### config.mk
export PLATFORM = sky130hd
export DESIGN_NAME = accum_seq_ctrl
export DESIGN_NICKNAME = d
export VERILOG_FILES = /design/src/rtl/accum_seq_ctrl.sv
export SDC_FILE = /design/constraint.sdc
export NUM_CORES = 1
export LEC_CHECK = 0
export CORE_UTILIZATION = 40
export DETAILED_ROUTE_END_ITERATION = 7
export PLACE_DENSITY_LB_ADDON = 0.08
export SLEW_MARGIN = 25
export SYNTH_ARGS = -nofsm -noshare
export SYNTH_HDL_FRONTEND = slang
export SYNTH_SLANG_ARGS = --single-unit
### constraint.sdc
create_clock -name clk -period 3 [get_ports clk]
set_input_delay 0.9 -clock clk [delete_from_list [all_inputs] [get_ports clk]]
set_output_delay 0.9 -clock clk [all_outputs]
set_load 0.02 [all_outputs]
### src/rtl/accum_seq_ctrl.sv
// rtl/accum_seq_ctrl.sv - burst sequencer driving a 3-stage pipelined accumulator
module accum_seq_ctrl #(
    parameter int LEN_W  = 8,
    parameter int SIZEIN = 16
) (
    input  logic              clk,
    input  logic              rst,
    input  logic              start,
    input  logic [LEN_W-1:0]  len,
    input  logic              abort,
    input  logic              in_valid,
    output logic              in_ready,
    output logic              acc_ce1,
    output logic              acc_ce2,
    output logic              acc_ce3,
    output logic              acc_clear_and_go,
    output logic              acc_clear,
    input  logic [SIZEIN:0]   acc_out,
    output logic              res_valid,
    output logic [SIZEIN:0]   res_data,
    input  logic              res_ready,
    output logic              busy,
    output logic              err
);

    localparam logic [1:0] S_IDLE  = 2'd0;
    localparam logic [1:0] S_RUN   = 2'd1;
    localparam logic [1:0] S_DRAIN = 2'd2;
    localparam logic [1:0] S_HOLD  = 2'd3;

    logic [1:0]       r_state;
    logic [LEN_W-1:0] r_remaining;
    logic             r_first_pend;
    logic             r_v1, r_first1, r_last1;
    logic             r_v2, r_first2, r_last2;
    logic             r_err;

    logic w_run;
    logic w_accept;
    logic w_last_accept;
    logic w_ce3;

    assign w_run         = (r_state == S_RUN);
    assign w_accept      = w_run & in_valid & ~abort & ~rst;
    assign w_last_accept = w_accept & (r_remaining == LEN_W'(1));
    assign w_ce3         = r_v2 & ~abort & ~rst;

    // Reset and abort gate every output combinationally so nothing leaks in that cycle.
    assign in_ready         = w_run & ~abort & ~rst;
    assign acc_ce1          = w_accept;
    assign acc_ce2          = r_v1 & ~abort & ~rst;
    assign acc_ce3          = w_ce3;
    assign acc_clear_and_go = w_ce3 & r_first2;
    assign acc_clear        = rst | abort;
    assign res_valid        = (r_state == S_HOLD) & ~abort & ~rst;
    assign res_data         = rst ? '0 : acc_out;
    assign busy             = (r_state != S_IDLE) & ~rst;
    assign err              = r_err & ~rst;

    always_ff @(posedge clk) begin
        if (rst) begin
            r_state      <= S_IDLE;
            r_remaining  <= '0;
            r_first_pend <= 1'b0;
            r_v1         <= 1'b0;
            r_first1     <= 1'b0;
            r_last1      <= 1'b0;
            r_v2         <= 1'b0;
            r_first2     <= 1'b0;
            r_last2      <= 1'b0;
            r_err        <= 1'b0;
        end else begin
            r_err <= (r_state == S_IDLE) & start & ~abort & (len == '0);
            if (abort) begin
                r_state      <= S_IDLE;
                r_remaining  <= '0;
                r_first_pend <= 1'b0;
                r_v1         <= 1'b0;
                r_first1     <= 1'b0;
                r_last1      <= 1'b0;
                r_v2         <= 1'b0;
                r_first2     <= 1'b0;
                r_last2      <= 1'b0;
            end else begin
                // Tags ride alongside the valid bit so bubbles never disturb them.
                r_v1     <= w_accept;
                r_first1 <= w_accept & r_first_pend;
                r_last1  <= w_last_accept;
                r_v2     <= r_v1;
                r_first2 <= r_first1;
                r_last2  <= r_last1;
                case (r_state)
                    S_IDLE: begin
                        if (start && (len != '0)) begin
                            r_state      <= S_RUN;
                            r_remaining  <= len;
                            r_first_pend <= 1'b1;
                        end
                    end
                    S_RUN: begin
                        if (w_accept) begin
                            r_remaining  <= r_remaining - LEN_W'(1);
                            r_first_pend <= 1'b0;
                            if (w_last_accept) begin
                                r_state <= S_DRAIN;
                            end
                        end
                    end
                    S_DRAIN: begin
                        if (r_v2 && r_last2) begin
                            r_state <= S_HOLD;
                        end
                    end
                    default: begin
                        if (res_ready) begin
                            r_state <= S_IDLE;
                        end
                    end
                endcase
            end
        end
    end

endmodule

==> out/qor.csv, run 1 <==
metric;value;unit
outcome;complete, no violations;
slowest_delay;0.42;ns
synth_seq_cells;18;
holdPathStages;1;
die_w;55.9;um
finalCritPeriodShare;0.986;
slew_viol_final;0;
vias;1289;
syn-cell-area;0.00116;mm2
syn_avg_cell_area;8.35;um2
cts_tree;done;
worstPathCellList;clkdlybuf4s50_1 -> buf_4 -> buf_12 -> nor2b_1 -> dlygate4sd2_1;
overflow;0;
gp_congestion;0.835;
grt_pass1_vias;1275;
io_buffers;56;
powerDensity;343;mW/mm2
yosysSeqAreaShare;0.310;
cts_root_buffer;clkbuf_4;
end_kind;primary output;
syn_to_final_growth;57.4;%
setup_viol;0;
max_freq;338;MHz
grt_pass1_wl;5870;um
cp_top_family;buffers and inverters;
initial_core_util;0.421;
cts_buffer_depth;2;
antenna_left;0;
hold_class;flop to flop;
cp_max_fo;20;
syn_nets;176;
crit_arrival;2.06;ns
cts_buffers;3;
first_iter_violations;52;
maxCapViolCount;0;
synth_top_cell_by_area;dfxtp_1;
yosys-top-cells-area;dfxtp_1 31%, nor2b_1 10%, ha_1 6.5%;
yosysMostFrequentCell;nor2b_1;
instances_no_fill;235;
synth_edf_count;0;
wl;3540;um
crit_type;primary input to primary output;
place_hpwl;2720;um
clkSlewWorstSetupHoldPaths;0.11;ns
cp-start-kind;primary input;
tns;0;ns
worstSetupPathDepth;5;
grtUsageTotal;0.238;
max_slew_margin;0.516;
final_util;0.663;
coreArea;0.00276;mm2
routed.top_layer;met4;
worstSkewPairLatency;0.30;ns
detail_route.vias_per_cell;5.49;
dp_cells;231;
diodes;0;
fin_crit;2.96;ns
fin_area;0.00183;mm2
power_leakage;0.818;nW
crit_slowest_cell;clkdlybuf4s50_1;
synth_top_flop_cell;dfxtp_1;
drtPass1Iterations;4;
dieArea;0.00312;mm2
yosys_warnings;0;
antenna_found_initial;0;
finalPower;0.000627;W
synthDistinctLibCells;36;
finalHoldViolCount;0;
placementRows;19;
synth.top_cell.area_share;0.310;
die-height;55.9;um
post_drt_wl_per_cell;15.1;um
ir_worst_vdd;0.000370;V
dr_wl_met3;274;um
fin_skew;0.00548;ns
place_area;0.00182;mm2
ys_top_cells_by_count;19 x nor2b_1, 18 x dfxtp_1, 10 x a21oi_1, 10 x nand2_1;
grt_max_degree;21;
cts_max_level;1;
reg2reg_slack;0.92;ns
synthArstFlopShare;0;
ios;57;
reg2reg_depth;7;
cts_setup_buffers;0;
wl_met2;1740;um
synth_cells;139;
cts.sinks;18;
critPathRequiredTime;2.10;ns
drc;0;
wl_met1;1440;um
tightest_slew;0.719;ns
nets;242;
drive_gt1_frac;0.113;
rsz0062_at_grt;no;
path_buf_inv;4;
-- state kept, by name (all words and copies together) (netlist names) --
name	flops
r_remaining	8
r_last2	1
r_first_pend	1
r_v2	1
r_last1	1
r_first2	1
r_state	2
r_first1	1
r_v1	1
r_err	1
-- per-stage QoR --
stage / worst slack, ns / hold slack (ns)
after detailed placement: -0.293 / 0.417
after floorplan: 0.191 / 0.406
after CTS: 0.00284 / 0.443
final: 0.0427 / 0.438
after global routing: 0.0000360 / 0.469
after global placement: -0.267 / 0.412
-- final cells by class --
type	instances	area (um2)
Tap cell	31	38.8
Sequential cell	18	360
Fill cell	244	930
Timing Repair Buffer	69	641
Multi-Input combinational cell	105	722
Clock buffer	4	36.3
Inverter	8	30.0
-- worst register-to-register path: stages, from the launching register on --
cell and delay, ns:
dfxtp_1 0.38, inv_1 0.08, ha_1 0.27, buf_4 0.21, and2b_1 0.22, o22a_1 0.30
nand2_2 0.20, o32ai_1 0.34
-- logic make-up (layout without fill, tap and decap cells) --
kind of cell	after synthesis	after routing	share of synthesized area
AO/OA/AOI/OAI	34	34	0.223
adder cells (fa/ha/maj)	6	6	0.0647
buffers and inverters	16	81	0.0679
flip-flops	18	18	0.310
multiplexers	2	2	0.0172
AND/OR/NAND/NOR	63	63	0.317
-- where the power goes --
| group | switching [W] | internal (W) |
|---|---|---|
| combinational | 0.000110 | 0.000108 |
| sequential | 0.00000793 | 0.000248 |
| clock | 0.0000786 | 0.0000741 |
-- path summary, 6_finish.rpt --
kind | end | startpoint
hold / removal | r_first2 | r_first1
hold reg to reg | r_first2 | r_first1
setup / recovery | res_data[8] | rst
setup reg to reg | r_remaining[7] | r_state[1]
-- repair_timing --
action	4_1_cts	5_1_grt
setup endpoints to repair	26	14
hold buffers	0	0
gates resized for setup	29	15
-- layer usage --
| metal | global-route usage | up-vias |
|---|---|---|
| met4 | 0.0871 | 0 |
| li1 | - | 635 |
| met2 | 0.399 | 57 |
| met5 | 0 | - |
| met3 | 0.0814 | 10 |
| met1 | 0.282 | 587 |
-- placed cells by master (no fill, tap or decap), types with 2 or more instances in the layout --
cell and count:
nor2b_1 19, a211oi_1 3, o32ai_1 6, clkbuf_2 2
clkdlybuf4s50_1 30, nand2_1 10, nor3_1 2, dfxtp_1 18
o211a_1 4, dlygate4sd2_1 12, inv_1 8, and2_1 7
mux2i_1 2, and3_1 4, buf_4 12, clkdlybuf4s15_1 11
nor2_1 8, a221oi_1 2, a21o_1 2, nor4_1 3
a21oi_1 10, ha_1 6, clkbuf_4 3, a311oi_1 2
(Power assumes the default switching activity.)
==> run 2, diff against run 1 <==
Settings changed: CORE_ASPECT_RATIO set to 1.2, CTS_CLUSTER_SIZE set to 10.
Clock period 3 ns to 3.3 ns, I/O delays scaled along.
==> out/qor.csv, run 2 (synthesis gave the netlist of run 1 again) <==
metric;value;unit
outcome;complete, no violations;
cts_max_level;1;
finalCritPeriodShare;0.972;
slowest_delay;0.50;ns
diodes;0;
crit_slowest_cell;clkdlybuf4s50_1;
initial_core_util;0.417;
swShare;0.309;
reg_top3;r_remaining (8), r_state (2);
grt_max_degree;15;
instances_no_fill;239;
io_buffers;56;
worstSkewPairLatency;0.30;ns
powerDensity;309;mW/mm2
tightest_slew;0.659;ns
combPwrFrac;0.347;
power_leakage;0.854;nW
finalHoldViolCount;0;
p_seq_frac;0.410;
cp_top_family;buffers and inverters;
coreArea;0.00279;mm2
finalPower;0.000567;W
fin_skew;0.00437;ns
path_buf_inv;4;
rsz0062_at_grt;no;
cts_buffers;3;
cts.sinks;18;
drtPass1Iterations;4;
placementRows;21;
vias;1254;
wl;3400;um
grt_pass1_vias;1162;
antenna_found_initial;0;
syn_to_final_growth;57.9;%
overflow;0;
crit_arrival;2.22;ns
dp_cells;235;
tns;0;ns
critPathRequiredTime;2.31;ns
crit_type;primary input to primary output;
die-height;61.0;um
holdPathStages;1;
fin_crit;3.21;ns
cp-start-kind;primary input;
max_freq;312;MHz
reg2reg_slack;1.20;ns
switchingPower;0.000175;W
drive_gt1_frac;0.107;
hold_class;flop to flop;
ios;57;
final_common_cell;clkdlybuf4s50_1;
cts_root_buffer;clkbuf_4;
die_w;51.2;um
nets;243;
dieArea;0.00312;mm2
antenna_left;0;
maxCapViolCount;0;
post_drt_wl_per_cell;14.2;um
reg2reg_depth;7;
detail_route.vias_per_cell;5.25;
drc;0;
worstPathCellList;clkdlybuf4s50_1 -> nor2_1 -> buf_4 -> inv_1 -> dlygate4sd2_1;
largest_reg_flops;8;
setup_viol;0;
top_register;r_remaining;
p_int;0.000392;W
grtUsageTotal;0.232;
cts_tree;done;
gp_congestion;0.843;
clkSlewWorstSetupHoldPaths;0.10;ns
slew_viol_final;0;
max_slew_margin;0.557;
ir_worst_vdd;0.000270;V
first_iter_violations;29;
worstSetupPathDepth;5;
place_area;0.00183;mm2
place_hpwl;2700;um
cts_buffer_depth;2;
clkPwrFrac;0.242;
fin_area;0.00183;mm2
cp_max_fo;6;
fillers;274;
end_kind;primary output;
grt_pass1_wl;5310;um
layout_common_cells;30 x clkdlybuf4s50_1, 25 x dlygate4sd2_1, 19 x nor2b_1;
-- run 2: changes by cell type in the layout (fill, tap and decap cells not counted), sizes merged --
cell | previous run | this run
clkdlybuf4s15 | 11 | 0
clkbuf | 6 | 5
dlygate4sd2 | 12 | 25
-- run 2: power groups by stage --
stage | sequential, W | clock, W | combinational (W)
after floorplan | 0.000236 | 0 | 0.000110
after global placement | 0.000237 | 0 | 0.000200
after detailed placement | 0.000237 | 0 | 0.000206
after CTS | 0.000232 | 0.000146 | 0.000197
after global routing | 0.000234 | 0.000152 | 0.000215
final | 0.000233 | 0.000137 | 0.000197
-- run 2: worst reg2reg max path, delay by kind of cell, from the launching register on --
family | cells | cell delay (ns)
compound gates | 2 | 0.66
simple gates | 2 | 0.42
flops | 1 | 0.39
buf+inv | 2 | 0.28
fa+ha+maj | 1 | 0.25
-- run 2: final cells by class --
type,instances,area (um2),share of cell area
multi-input combinational,105,722,0.394
timing repair buffer,70,642,0.350
sequential,18,360,0.197
tap,34,42.5,0.0232
clock buffer,4,36.3,0.0198
inverter,8,30.0,0.0164
-- run 2: through the flow --
stage,hold WS [ns],worst slack (ns),util
after CTS,0.443,0.0195,0.659
after global placement,0.409,-0.209,0.658
after floorplan,0.406,0.311,-
final,0.440,0.0926,0.658
after global routing,0.465,0.0368,0.658
after detailed placement,0.417,-0.245,0.658
-- run 2: timing repair --
item,CTS,global route
setup buffers,0,0
gates resized for setup,26,2
pin swaps,0,0
hold buffers,0,0
setup endpoints to repair,26,1
-- run 2: path summary, 6_finish.rpt --
path,startpoint,endpoint
setup reg to reg,r_state[1],r_remaining[5]
hold / removal,r_first1,r_first2
hold reg to reg,r_first1,r_first2
setup / recovery,rst,acc_clear
-- run 2: routing by layer --
metal	vias up	global-route usage	wire length, um
met1	585	0.280	1500
met4	0	0.0913	30
li1	632	-	-
met2	33	0.412	1710
met5	-	0	0
met3	4	0.0370	162
